[config.mk]
export PLATFORM = sky130hd
export DESIGN_NAME = motion_sequencer_flat
export DESIGN_NICKNAME = d
export VERILOG_FILES = /design/src/rtl/motion_sequencer_if.sv /design/src/rtl/motion_sequencer.sv /design/src/flat_wrapper.sv
export SDC_FILE = /design/constraint.sdc
export NUM_CORES = 1
export LEC_CHECK = 0
export ABC_AREA = 1
export BUFFER_PORTS_ARGS = -buffer_cell sky130_fd_sc_hd__buf_2
export CORE_MARGIN = 2
export CORE_UTILIZATION = 60
export DETAILED_ROUTE_END_ITERATION = 16
export MAX_ROUTING_LAYER = met4
export PLACE_DENSITY_LB_ADDON = 0.3
export SLEW_MARGIN = 10
export SYNTH_ARGS = -nofsm -noshare
export SYNTH_HDL_FRONTEND = slang
export SYNTH_SLANG_ARGS = --single-unit
export TNS_END_PERCENT = 100
[constraint.sdc]
create_clock -name clk -period 5.9 [get_ports clk]
set_input_delay 0.59 -clock clk [delete_from_list [all_inputs] [get_ports clk]]
set_output_delay 0.59 -clock clk [all_outputs]
set_load 0.01 [all_outputs]
[src/rtl/motion_sequencer_if.sv]
// rtl/motion_sequencer_if.sv - command handshake and motor drive bundle for the motion sequencer
interface motion_sequencer_if #(
  parameter int DUTY_WIDTH = 16
);
  logic                  cmd_valid;
  logic                  cmd_ready;
  logic [2:0]            cmd_op;
  logic [DUTY_WIDTH-1:0] cmd_duty;
  logic [15:0]           cmd_ticks;
  logic                  abort;
  logic [1:0]            left_motor;
  logic [1:0]            right_motor;
  logic [DUTY_WIDTH-1:0] left_duty;
  logic [DUTY_WIDTH-1:0] right_duty;
  logic [1:0]            motor_enable;
  logic                  busy;
  logic                  done;

  modport master (
    output cmd_valid, cmd_op, cmd_duty, cmd_ticks, abort,
    input  cmd_ready, left_motor, right_motor, left_duty, right_duty,
    input  motor_enable, busy, done
  );

  modport slave (
    input  cmd_valid, cmd_op, cmd_duty, cmd_ticks, abort,
    output cmd_ready, left_motor, right_motor, left_duty, right_duty,
    output motor_enable, busy, done
  );
endinterface

[src/rtl/motion_sequencer.sv]
// rtl/motion_sequencer.sv - sequences H-bridge pins, dead-time, duty ramp and run time per command
module motion_sequencer #(
  parameter int DUTY_WIDTH = 16,
  parameter int TICK_DIV   = 50000,
  parameter int RAMP_STEP  = 256,
  parameter int DEAD_TICKS = 4
) (
  input logic             clk,
  input logic             rst,
  motion_sequencer_if.slave bus
);
  localparam int PW = (TICK_DIV > 1) ? $clog2(TICK_DIV) : 1;
  localparam logic [PW-1:0]         TICK_LAST = PW'(TICK_DIV - 1);
  localparam logic [DUTY_WIDTH-1:0] STEP      = DUTY_WIDTH'(RAMP_STEP);
  localparam logic [15:0]           DEAD_LAST = 16'(DEAD_TICKS - 1);

  typedef enum logic [1:0] {S_IDLE, S_DEAD, S_RAMP, S_RUN} state_t;

  state_t                r_state, w_state_nx;
  logic [PW-1:0]         r_presc;
  logic [1:0]            r_left, r_right, w_left_nx, w_right_nx;
  logic [1:0]            r_dir_l, r_dir_r, w_dir_l_nx, w_dir_r_nx;
  logic [DUTY_WIDTH-1:0] r_duty, r_target, w_duty_nx, w_target_nx;
  logic [15:0]           r_ticks, r_cnt, w_ticks_nx, w_cnt_nx;
  logic                  r_done, w_done_nx;
  logic                  w_tick, w_accept, w_need_dead;
  logic [1:0]            w_op_l, w_op_r;
  logic                  w_is_motion, w_is_brake;

  assign w_tick   = (r_presc == TICK_LAST);
  assign w_accept = bus.cmd_valid && bus.cmd_ready;

  assign bus.cmd_ready    = (r_state == S_IDLE) && !bus.abort;
  assign bus.busy         = !bus.cmd_ready;
  assign bus.left_motor   = r_left;
  assign bus.right_motor  = r_right;
  assign bus.left_duty    = r_duty;
  assign bus.right_duty   = r_duty;
  assign bus.done         = r_done;
  assign bus.motor_enable = {(r_duty != '0) || (r_right == 2'b11),
                             (r_duty != '0) || (r_left == 2'b11)};

  // free-running timing prescaler; tick marks its last count
  always_ff @(posedge clk or negedge rst) begin
    if (!rst) r_presc <= '0;
    else      r_presc <= w_tick ? '0 : r_presc + 1'b1;
  end

  // decode the requested per-motor pin pattern from the op code
  always_comb begin
    w_op_l      = 2'b00;
    w_op_r      = 2'b00;
    w_is_motion = 1'b1;
    w_is_brake  = 1'b0;
    case (bus.cmd_op)
      3'd1:    begin w_op_l = 2'b10; w_op_r = 2'b10; end
      3'd2:    begin w_op_l = 2'b01; w_op_r = 2'b01; end
      3'd3:    begin w_op_l = 2'b01; w_op_r = 2'b10; end
      3'd4:    begin w_op_l = 2'b10; w_op_r = 2'b01; end
      3'd5:    begin w_is_motion = 1'b0; w_is_brake = 1'b1; end
      default: w_is_motion = 1'b0;
    endcase
    w_need_dead = ((w_op_l != r_left)  && (r_left  != 2'b00)) ||
                  ((w_op_r != r_right) && (r_right != 2'b00));
  end

  // state register
  always_ff @(posedge clk or negedge rst) begin
    if (!rst) r_state <= S_IDLE;
    else      r_state <= w_state_nx;
  end

  // next-state and next datapath values; abort overrides everything
  always_comb begin
    w_state_nx  = r_state;
    w_left_nx   = r_left;
    w_right_nx  = r_right;
    w_dir_l_nx  = r_dir_l;
    w_dir_r_nx  = r_dir_r;
    w_duty_nx   = r_duty;
    w_target_nx = r_target;
    w_ticks_nx  = r_ticks;
    w_cnt_nx    = r_cnt;
    w_done_nx   = 1'b0;
    if (bus.abort) begin
      w_state_nx = S_IDLE;
      w_left_nx  = 2'b00;
      w_right_nx = 2'b00;
      w_duty_nx  = '0;
    end else begin
      case (r_state)
        S_IDLE: begin
          if (w_accept) begin
            w_target_nx = bus.cmd_duty;
            w_ticks_nx  = bus.cmd_ticks;
            w_cnt_nx    = '0;
            if (w_is_brake) begin
              w_left_nx   = 2'b11;
              w_right_nx  = 2'b11;
              w_duty_nx   = '1;
              w_target_nx = '1;
              w_state_nx  = S_RUN;
            end else if (w_is_motion) begin
              w_dir_l_nx = w_op_l;
              w_dir_r_nx = w_op_r;
              if (w_need_dead) begin
                w_left_nx  = 2'b00;
                w_right_nx = 2'b00;
                w_duty_nx  = '0;
                w_state_nx = S_DEAD;
              end else begin
                w_left_nx  = w_op_l;
                w_right_nx = w_op_r;
                w_state_nx = S_RAMP;
              end
            end else begin
              w_left_nx  = 2'b00;
              w_right_nx = 2'b00;
              w_duty_nx  = '0;
              w_done_nx  = 1'b1;
            end
          end
        end
        S_DEAD: begin
          if (w_tick) begin
            if (r_cnt == DEAD_LAST) begin
              w_left_nx  = r_dir_l;
              w_right_nx = r_dir_r;
              w_cnt_nx   = '0;
              w_state_nx = S_RAMP;
            end else begin
              w_cnt_nx = r_cnt + 16'd1;
            end
          end
        end
        S_RAMP: begin
          if (r_duty == r_target) begin
            w_cnt_nx   = '0;
            w_state_nx = S_RUN;
          end else if (w_tick) begin
            if (r_duty < r_target)
              w_duty_nx = (r_target - r_duty <= STEP) ? r_target : r_duty + STEP;
            else
              w_duty_nx = (r_duty - r_target <= STEP) ? r_target : r_duty - STEP;
          end
        end
        default: begin
          if (r_ticks == 16'd0) begin
            w_done_nx  = 1'b1;
            w_state_nx = S_IDLE;
          end else if (w_tick) begin
            if (r_cnt + 16'd1 == r_ticks) begin
              w_done_nx  = 1'b1;
              w_state_nx = S_IDLE;
            end else begin
              w_cnt_nx = r_cnt + 16'd1;
            end
          end
        end
      endcase
    end
  end

  // datapath registers
  always_ff @(posedge clk or negedge rst) begin
    if (!rst) begin
      r_left   <= 2'b00;
      r_right  <= 2'b00;
      r_dir_l  <= 2'b00;
      r_dir_r  <= 2'b00;
      r_duty   <= '0;
      r_target <= '0;
      r_ticks  <= '0;
      r_cnt    <= '0;
      r_done   <= 1'b0;
    end else begin
      r_left   <= w_left_nx;
      r_right  <= w_right_nx;
      r_dir_l  <= w_dir_l_nx;
      r_dir_r  <= w_dir_r_nx;
      r_duty   <= w_duty_nx;
      r_target <= w_target_nx;
      r_ticks  <= w_ticks_nx;
      r_cnt    <= w_cnt_nx;
      r_done   <= w_done_nx;
    end
  end
endmodule

[src/flat_wrapper.sv]
// flat-port wrapper written by rule: the top's interface ports become plain ports
module motion_sequencer_flat 
#(
  parameter int DUTY_WIDTH = 16,
  parameter int TICK_DIV   = 50000,
  parameter int RAMP_STEP  = 256,
  parameter int DEAD_TICKS = 4
)
  (clk, rst, bus_cmd_valid, bus_cmd_op, bus_cmd_duty, bus_cmd_ticks, bus_abort, bus_cmd_ready, bus_left_motor, bus_right_motor, bus_left_duty, bus_right_duty, bus_motor_enable, bus_busy, bus_done);
  motion_sequencer_if #(.DUTY_WIDTH(DUTY_WIDTH)) bus_i ();
  input logic clk;
  input logic rst;
  input wire logic [$bits(bus_i.cmd_valid)-1:0] bus_cmd_valid;
  input wire logic [$bits(bus_i.cmd_op)-1:0] bus_cmd_op;
  input wire logic [$bits(bus_i.cmd_duty)-1:0] bus_cmd_duty;
  input wire logic [$bits(bus_i.cmd_ticks)-1:0] bus_cmd_ticks;
  input wire logic [$bits(bus_i.abort)-1:0] bus_abort;
  output wire logic [$bits(bus_i.cmd_ready)-1:0] bus_cmd_ready;
  output wire logic [$bits(bus_i.left_motor)-1:0] bus_left_motor;
  output wire logic [$bits(bus_i.right_motor)-1:0] bus_right_motor;
  output wire logic [$bits(bus_i.left_duty)-1:0] bus_left_duty;
  output wire logic [$bits(bus_i.right_duty)-1:0] bus_right_duty;
  output wire logic [$bits(bus_i.motor_enable)-1:0] bus_motor_enable;
  output wire logic [$bits(bus_i.busy)-1:0] bus_busy;
  output wire logic [$bits(bus_i.done)-1:0] bus_done;
  assign bus_i.cmd_valid = bus_cmd_valid;
  assign bus_i.cmd_op = bus_cmd_op;
  assign bus_i.cmd_duty = bus_cmd_duty;
  assign bus_i.cmd_ticks = bus_cmd_ticks;
  assign bus_i.abort = bus_abort;
  assign bus_cmd_ready = bus_i.cmd_ready;
  assign bus_left_motor = bus_i.left_motor;
  assign bus_right_motor = bus_i.right_motor;
  assign bus_left_duty = bus_i.left_duty;
  assign bus_right_duty = bus_i.right_duty;
  assign bus_motor_enable = bus_i.motor_enable;
  assign bus_busy = bus_i.busy;
  assign bus_done = bus_i.done;
  motion_sequencer #(.DUTY_WIDTH(DUTY_WIDTH), .TICK_DIV(TICK_DIV), .RAMP_STEP(RAMP_STEP), .DEAD_TICKS(DEAD_TICKS)) u_core (.clk(clk), .rst(rst), .bus(bus_i));
endmodule
==> reports/metrics.csv <==
stage,metric,value,unit
layout,area delta synth->final,9.27,%
outcome,outcome,"complete, no violations",
route,Starting DRT DRC Count,620,
sta,Final Critical Period,3280,ps
layout,antenna cells,0,
grt,first-pass GRT wire length,33800,um
cts,clock latency on the worst-skew pair,340,ps
power,worst vdd ir,0.223,mV
floorplanning,chip width,118,um
power,total power,4.97,mW
grt,total gr overflow,0,
sta,Setup TNS Final,0,ps
setup_path,Crit Path Class,flip-flop to flip-flop,
layout,# nets final,1369,
sta,unrepaired setup endpoints after global routing,no,
grt,vias in the first global route,7221,
cts,Post-CTS Resized,0,
layout,Finished Cell Area,8540,um^2
sta,Max Slew Vio Count,0,
cts,cts hold-fix bufs,0,
sta,fin crit share,0.556,
floorplanning,die height,118,um
setup_path,CP required,6130,ps
logic_synthesis,Synth Area per Inst,6.33,um^2
grt,antenna violations before repair,0,
cts,setup bufs post-CTS,0,
route,Via density,5.31,
cts,Root Buffer,clkbuf_16,
setup_path,crit path DAT,3510,ps
place,Detail Placement HPWL,15700,um
flow_run,max-cap viol count,0,
grt,global-route usage over all layers,0.303,
grt,largest net degree at the start of global routing,61,
layout,"commonest non-fill, non-tap cells in the layout","nand2_1, inv_1, nand3_1",
setup_path,crit path max fanout,17,
logic_synthesis,Mapped Cells,1235,
route,final WL,19800,um
logic_synthesis,syn nets,1314,
sta,hold_ws,188,ps
place,Buffers on Ports,79,
route,# DRC,0,
sta,Fin. Hold Viols,0,
cts,Worst-path clk slew,70,ps
cts,H-tree depth,3,
floorplanning,DIE AREA,14000,um^2
power,Lkg Pwr,4.79,nW
layout,share of cells above drive strength 1,0.110,
floorplanning,row cnt,41,
sta,measured slew at the worst slew-check pin,1150,ps
logic_synthesis,cell area after synthesis,7820,um^2
place,dpl cell area,8240,um^2
route,Post-DRT Antenna Nets,0,
setup_path,Crit. End Element,flip-flop,
floorplanning,Core Region,12700,um^2
floorplanning,Initial Util,0.617,
layout,Multi-input gate area,4610,um^2
sta,slew margin rel.,0.232,
route,Pre-Repair DR Iteration Count,6,
logic_synthesis,Syn. warnings,0,
sta,fmax,0.305,GHz
logic_synthesis,Yosys cell types,43,
layout,Util after Layout,0.674,
route,WL/cell,13.5,um
route,via count,7795,
place,Final GP Congestion,1.01,
layout,FF+latch area,2280,um^2
cts,clk buf depth,2,
sta,Setup Viol. Count Final,0,
cts,CTS tree,yes,
layout,"most common cell after layout, fill and taps aside",nand2_1,
cts,Num CTS Buffers,9,
logic_synthesis,sequential element share of the synthesized area,0.291,
power,Pwr Density,581,nW/um^2
cts,CTS Sinks,91,
sta,skew final,9.51,ps
hold_path,HP Class,input pin to asynchronous set/reset pin,
layout,# fillers,1166,
logic_synthesis,Yosys reg bits,91,
floorplanning,IO Count,80,
setup_path,Setup crit start kind,flip-flop,
[metrics by stage]
step	std cells	setup WS, ps
finish	1467	2620
global route	1467	2280
CTS	1467	2650
detailed placement	1451	2650
global placement	1451	2750
floorplan	1235	3220
[synthesized netlist by cell type]
cell      count  area, um^2
a22oi_1       1        7.51
nand4_1      29         181
nor2_4        7        78.8
a21oi_4       1        16.3
nor2_2       11        68.8
ha_1         40         500
buf_2         7        35.0
o21bai_1      1        7.51
o21ai_0      73         365
nor4_2        1        12.5
a221oi_4      1        26.3
o211ai_1      1        7.51
nor2_1       88         330
buf_6         1        11.3
a21oi_2       1        8.76
or2_2         2        12.5
and2_2        1        7.51
dfrtp_1      91        2280
nand2_2       6        37.5
nand3b_1      1        7.51
xnor2_1       3        26.3
o21a_1        2        15.0
or2_1         1        6.26
o21ai_2       2        17.5
a32o_1        1        10.0
xor2_2        1        16.3
inv_1       187         702
nor3b_1       1        7.51
nor3_1       11        55.1
xor2_1       25         219
o21ai_1       3        15.0
inv_2         3        11.3
a21oi_1      34         170
nand2_4       3        33.8
nand2_1     436        1640
and2_1        3        18.8
o311ai_1      1        8.76
xor3_1        1        23.8
nand3_1     111         556
nand3_2       6        60.1
nor4_1        6        37.5
buf_4        16         120
clkbuf_1     14        52.6
[worst max-delay path, cell delays in order, from the launching register on]
cell and delay, ps:
dfrtp_1 520, inv_1 160, ha_1 450, nand2_1 140
nor2_1 210, and2_2 220, nand4_1 230, a221oi_4 800
nand2_4 250, nand2_1 120, nand2_1 60
[power by group]
group          internal [mW]  switching (mW)
Clock                  0.342           0.239
Sequential             0.815           0.202
Combinational           1.12            2.25
Total                   2.28            2.69
[logic make-up (layout without fill, tap and decap cells)]
kind of cell / after synthesis / after routing / synth area share
simple gates: 724 / 724 / 0.403
fa+ha+maj: 40 / 40 / 0.0640
flops: 91 / 91 / 0.291
compound gates: 122 / 122 / 0.0864
buf+inv: 228 / 288 / 0.119
xor+xnor: 30 / 30 / 0.0365
[per-layer routing]
| metal | wire length [um] | track usage | vias to the layer above | share of wire |
|---|---|---|---|---|
| met5 | 0 | - | - | 0 |
| met4 | 584 | 0.111 | 0 | 0.030 |
| met3 | 984 | 0.0381 | 45 | 0.050 |
| met2 | 9760 | 0.511 | 247 | 0.49 |
| met1 | 8460 | 0.375 | 3512 | 0.43 |
| li1 | - | - | 3991 | - |
[cell type report]
type	count	area share
multi-input cells	916	0.540
clock inverters	5	0.00703
inverters	190	0.0835
clock buffers	11	0.0284
well taps	172	0.0252
repair buffers	82	0.0492
flip-flops and latches	91	0.267
[flip-flops by register name, indices dropped and copies added, names as in the netlist]
signal                  cells
u_core.r_ticks             16
u_core.r_presc             16
u_core.bus.left_duty       16
u_core.r_state              2
u_core.r_cnt               16
u_core.r_target            16
u_core.r_dir_l              2
u_core.bus.done             1
u_core.r_dir_r              2
u_core.bus.left_motor       2
u_core.bus.right_motor      2
[final timing paths]
check	startpoint	to	slack, ps	cells after the start
min reg2reg	u_core.r_presc[0]$_DFF_PN0_	u_core.r_presc[0]$_DFF_PN0_	470	1
min	rst	u_core.r_presc[9]$_DFF_PN0_	190	1
max reg2reg	u_core.bus.left_duty[10]$_DFFE_PN0P_	u_core.r_cnt[15]$_DFFE_PN0P_	2620	10
min in group clk	bus_cmd_ticks[10]	u_core.r_ticks[10]$_DFFE_PN0P_	450	3
max	u_core.bus.left_duty[10]$_DFFE_PN0P_	u_core.r_cnt[15]$_DFFE_PN0P_	2620	10
max in group asynchronous	rst	u_core.r_cnt[9]$_DFFE_PN0P_	4640	2
Note: power is estimated with default switching activity, not from simulation.
